File: src/rtl/pnc_target_responder.sv
`default_nettype none
// =============================================================================
// Module   : pnc_target_responder
// Purpose  : Target-side register-bank responder on the neuron-controller
//            downstream bus. Define PNC_READ_CLEAR_EN for read-and-clear reads.
// Revision : 1.0 - initial release
// =============================================================================
module pnc_target_responder #(
    parameter int DEPTH  = 128,
    parameter int DATA_W = 32,
    parameter int ADDR_W = 7,
    parameter int CNT_W  = 16
) (
    input  logic              clk,
    input  logic              rst,
    input  logic              EN,
    input  logic              RC,
    input  logic              W_EN,
    input  logic [ADDR_W-1:0] Addr,
    input  logic [DATA_W-1:0] Data,
    output logic              req_ready,
    output logic              rd_valid,
    output logic [DATA_W-1:0] rd_data,
    input  logic              rd_ready,
    output logic              err,
    input  logic              err_clr,
    output logic [CNT_W-1:0]  access_cnt
);

    localparam int               c_IDX_W   = (DEPTH > 1) ? $clog2(DEPTH) : 1;
    localparam logic [ADDR_W:0]  c_DEPTH   = (ADDR_W + 1)'(DEPTH);
    localparam logic [CNT_W-1:0] c_CNT_MAX = '1;

    typedef enum logic [1:0] {
        S_IDLE  = 2'd0,
        S_FETCH = 2'd1,
        S_RESP  = 2'd2
    } state_t;

    state_t              r_state;
    logic [c_IDX_W-1:0]  r_idx;
    logic                r_addr_ok;
    logic [DATA_W-1:0]   r_mem [0:DEPTH-1];

    logic                w_idle;
    logic                w_addr_ok;
    logic                w_cmd_wr;
    logic                w_cmd_rd;
    logic                w_cmd_ill;
    logic                w_err_set;
    logic                w_cnt_inc;
    logic                w_mem_we;
    logic [c_IDX_W-1:0]  w_mem_widx;
    logic [DATA_W-1:0]   w_mem_wdata;

    assign w_idle    = (r_state == S_IDLE);
    assign w_addr_ok = ({1'b0, Addr} < c_DEPTH);
    assign w_cmd_wr  = EN &  W_EN & ~RC;
    assign w_cmd_rd  = EN & ~W_EN &  RC;
    assign w_cmd_ill = EN &  W_EN &  RC;

    // Out-of-range reads still walk FETCH/RESP so the requester always gets a response.
    assign w_err_set = w_idle & (w_cmd_ill | ((w_cmd_wr | w_cmd_rd) & ~w_addr_ok));
    assign w_cnt_inc = w_idle & (w_cmd_wr | w_cmd_rd) & w_addr_ok;

    always_comb begin
        w_mem_we    = 1'b0;
        w_mem_widx  = Addr[c_IDX_W-1:0];
        w_mem_wdata = Data;
        if (rst && w_idle && w_cmd_wr && w_addr_ok) begin
            w_mem_we = 1'b1;
        end
`ifdef PNC_READ_CLEAR_EN
        if (rst && (r_state == S_FETCH) && r_addr_ok) begin
            w_mem_we    = 1'b1;
            w_mem_widx  = r_idx;
            w_mem_wdata = '0;
        end
`endif
    end

    // Bank contents survive reset.
    always_ff @(posedge clk) begin
        if (w_mem_we) begin
            r_mem[w_mem_widx] <= w_mem_wdata;
        end
    end

    always_ff @(posedge clk or negedge rst) begin
        if (!rst) begin
            r_state    <= S_IDLE;
            r_idx      <= '0;
            r_addr_ok  <= 1'b0;
            req_ready  <= 1'b1;
            rd_valid   <= 1'b0;
            rd_data    <= '0;
            err        <= 1'b0;
            access_cnt <= '0;
        end else begin
            // A new error outranks a simultaneous clear.
            if (w_err_set) begin
                err <= 1'b1;
            end else if (err_clr) begin
                err <= 1'b0;
            end

            if (w_cnt_inc && (access_cnt != c_CNT_MAX)) begin
                access_cnt <= access_cnt + 1'b1;
            end

            case (r_state)
                S_IDLE: begin
                    if (w_cmd_rd) begin
                        r_idx     <= Addr[c_IDX_W-1:0];
                        r_addr_ok <= w_addr_ok;
                        req_ready <= 1'b0;
                        r_state   <= S_FETCH;
                    end
                end
                S_FETCH: begin
                    rd_data  <= r_addr_ok ? r_mem[r_idx] : '0;
                    rd_valid <= 1'b1;
                    r_state  <= S_RESP;
                end
                S_RESP: begin
                    if (rd_ready) begin
                        rd_valid  <= 1'b0;
                        req_ready <= 1'b1;
                        r_state   <= S_IDLE;
                    end
                end
                default: begin
                    rd_valid  <= 1'b0;
                    req_ready <= 1'b1;
                    r_state   <= S_IDLE;
                end
            endcase
        end
    end

endmodule
`default_nettype wire

File: config.mk
export PLATFORM = sky130hd
export DESIGN_NAME = pnc_target_responder
export DESIGN_NICKNAME = d
export VERILOG_FILES = /design/src/rtl/pnc_target_responder.sv
export SDC_FILE = /design/constraint.sdc
export NUM_CORES = 2
export LEC_CHECK = 0
export ABC_CLOCK_PERIOD_IN_PS = 3600
export CELL_PAD_IN_SITES_DETAIL_PLACEMENT = 0
export CELL_PAD_IN_SITES_GLOBAL_PLACEMENT = 1
export CORE_ASPECT_RATIO = 1.1
export CORE_MARGIN = 1.5
export CORE_UTILIZATION = 35
export DETAILED_ROUTE_END_ITERATION = 8
export DONT_BUFFER_PORTS = 1
export PLACE_DENSITY = 0.65
export SYNTH_ARGS = -nofsm -noshare
export SYNTH_HDL_FRONTEND = slang
export SYNTH_SLANG_ARGS = --single-unit
File: constraint.sdc
create_clock -name clk -period 3.6 [get_ports clk]
set_clock_uncertainty 0.1 [all_clocks]
set_input_delay 1.08 -clock clk [delete_from_list [all_inputs] [get_ports clk]]
set_output_delay 1.08 -clock clk [all_outputs]
set_load 0.005 [all_outputs]
==> summary.txt <==
Timing
  • Relative slew slack: 19.1%
  • Final setup fails: 0
  • WHS: 86.2 ps
  • Max Freq: 0.281 GHz
  • Fin. Hold Viols: 0
  • Period minus WS final: 3560 ps
  • Slew @ Worst Pin: 1210 ps
  • RSZ-0062 raised after global routing: no
  • Final Cycle Share: 98.8%
  • Max Slew Vio Count: 0

Layout
  • FILL cells: 38900
  • Non-Filler Instances: 14000
  • Fin util: 41.1%
  • Area of the multi-input gates: 0.0333 mm2
  • Register area: 0.125 mm2
  • Share of cells above drive strength 1: 29.9%
  • Most common cell after layout, fill and taps aside: edfxtp_1
  • Final #Nets: 7685
  • Most frequent cells in the layout: edfxtp_1, mux4_2, clkbuf_16, buf_4, mux2i_1
  • Area delta synth->final: 17.2%
  • Fin area: 0.186 mm2

Power
  • Maximum VDD drop: 0.498 mV
  • LEAKAGE: 57.4 nW
  • Pwr Total: 115 mW
  • Power per cell area: 619 mW/mm2

Floorplanning
  • DIE HEIGHT: 709 um
  • Full die area: 0.457 mm2
  • Top Ports: 97
  • Initial Util: 35.1%
  • Core Area: 0.452 mm2
  • Row cnt: 259
  • Die extent in x: 645 um

Hold path
  • Hold Path Class: input pin to flop
  • Hold wc startpoint: Data[0]

Synthesis
  • Number of synthesized register bits: 4157
  • Ys async rst share: 1.47%
  • Synth Instances: 7020
  • Post-synth EDFFs: 4096
  • Seq/Total Area, Yosys: 78.6%
  • Post-synth top flop: edfxtp_1
  • Post-Syn Nets: 7067
  • Yosys cell types: 47
  • Syn_area_per_cell: 22.6 um2
  • Syn Std Cell Area: 0.158 mm2
  • Synth Warn #: 0

Job
  • Max_cap viols: 0

Drt
  • Routed wire length per instance: 31.9 um
  • Number of DRC markers in iteration 0: 9308
  • DRC Markers: 0
  • Post-DRT Antenna Nets: 0
  • Vias per cell: 5.47
  • DR vias: 76700
  • First-pass DRT Iterations: 5
  • WL final: 447000 um

CTS
  • Clock transition at path regs: 60 ps
  • Clock buffer depth: 4
  • TritonCTS Sinks: 4157
  • Root Driver: clkbuf_16
  • H-tree depth: 5
  • CTS tree: yes
  • Skew-Pair Late Insertion Delay: 1020 ps
  • CTS Buf Count: 404

Setup path
  • WP data required: 4410 ps
  • CP Capture Type: flop
  • Critical Path Start: r_idx[2]$_DFFE_PN0P_
  • FF-to-FF Start: r_idx[2]$_DFFE_PN0P_
  • WP data arrival: 4370 ps
  • Reg2reg setup slack: 40 ps
  • Startpoint Class: flop
  • WS Path Type: flop to flop
  • CP max FO: 18

Place
  • Dpl hpwl: 258000 um
  • Placed cell count: 13200
  • Final GP Congestion: 0.863
  • Area after DPL: 0.173 mm2
  • I/O Buffers: 0

Global route
  • Initial antenna violation count: 44
  • Vias in the first global route: 77800
  • Largest net degree at the start of global routing: 129
  • Wire length of the first global-routing pass: 621000 um
  • GRT Residual Overflow: 0
  • GRT Overall Usage: 19.2%

Status
  • Status: finished, final reports clean
[state kept, by name, indices dropped and copies added, names as in the netlist]
name	flops
req_ready	1
r_mem	4096
r_state	2
rd_valid	1
r_idx	7
r_addr_ok	1
access_cnt	16
rd_data	32
err	1
[worst max-delay path, stage by stage, from the launching register on]
cell and delay [ps]:
dfrtp_4 910, nor3b_4 1050, buf_4 290, a221oi_1 170
nand3_1 160, o21ai_1 210, buf_4 250, o311ai_1 280
[through the flow]
stage                     setup WS [ps]  TNS [ps]
after CTS                           107         0
after floorplan                    -404   -739090
final                              44.2         0
after global routing               31.8         0
after detailed placement           -488     -1650
after global placement             -503     -1870
[what timing repair did]
action | CTS | global route
hold buffers | 5 | 0
resized for setup | 7 | 0
setup buffers | 14 | 0
hold endpoints to repair | 71 | 0
setup endpoints to repair | 7 | 0
[layout make-up]
cell class	count	area share (%)
clock buffer	523	5.78
tap	6003	4.04
clock inverter	233	1.16
antenna	27	0.0364
inverter	2	0.00404
sequential	4157	67.0
timing repair buffer	605	4.04
multi-input combinational	2468	17.9
[kinds of logic after synthesis]
kind of cell	synth area share, %
AO/OA/AOI/OAI	2.94
XOR/XNOR	0.0884
adder cells (fa/ha/maj)	0.00789
buffers and inverters	1.12
flip-flops	78.6
multiplexers	16.0
AND/OR/NAND/NOR	1.30
[power by group]
group,total (mW),leakage (nW),switching [mW],internal [mW]
Clock,41.5,6.27,18.5,23.0
Combinational,18.8,13.6,10.3,8.50
Sequential,54.7,37.6,1.29,53.4
Total,115,57.4,30.1,84.9
[worst paths after layout]
kind / to / cells past startpoint
worst max-delay path: rd_data[5]$_DFFE_PN0P_ / 7
worst min register to register: req_ready$_DFFE_PN1P_ / 2
min in group asynchronous: access_cnt[10]$_DFFE_PN0P_ / 2
worst max register to register: rd_data[5]$_DFFE_PN0P_ / 7
worst min-delay path: r_mem[94][0]$_DFFE_PP_ / 0
max in group asynchronous: r_idx[0]$_DFFE_PN0P_ / 2
[synth_stat cells (2+ instances only)]
library cell,n,area (um2)
buf_1,28,105
inv_1,2,7.51
nor2_1,171,642
xor2_1,5,43.8
o41a_1,32,360
a22oi_1,96,721
a211o_1,64,561
nor4_1,4,25.0
or2_2,2,12.5
o21ai_0,98,490
o22a_1,32,280
buf_6,3,33.8
nand2_1,124,465
edfxtp_1,4096,123000
buf_4,26,195
xnor2_1,11,96.3
a211oi_1,64,480
nand3_1,51,255
a21oi_1,65,325
and3_1,2,12.5
dfrtp_1,60,1500
a22o_1,32,280
a221oi_1,32,280
nand2b_1,38,238
mux2i_1,288,2880
nor2b_1,43,269
nand4_1,7,43.8
buf_2,136,681
and4_1,3,26.3
clkbuf_1,199,747
o22ai_1,96,601
and2_1,2,12.5
mux2_2,136,1530
o311ai_1,32,280
mux4_2,928,20900
[metal layers]
layer | vias to the layer above | routed length (um) | global-route usage [%]
li1 | 31200 | - | -
met1 | 41900 | 174000 | 24.9
met2 | 2990 | 216000 | 31.5
met3 | 670 | 37400 | 4.37
met4 | 12 | 19700 | 7.62
met5 | - | 85 | 0
Power figures use the tool's default switching activity.
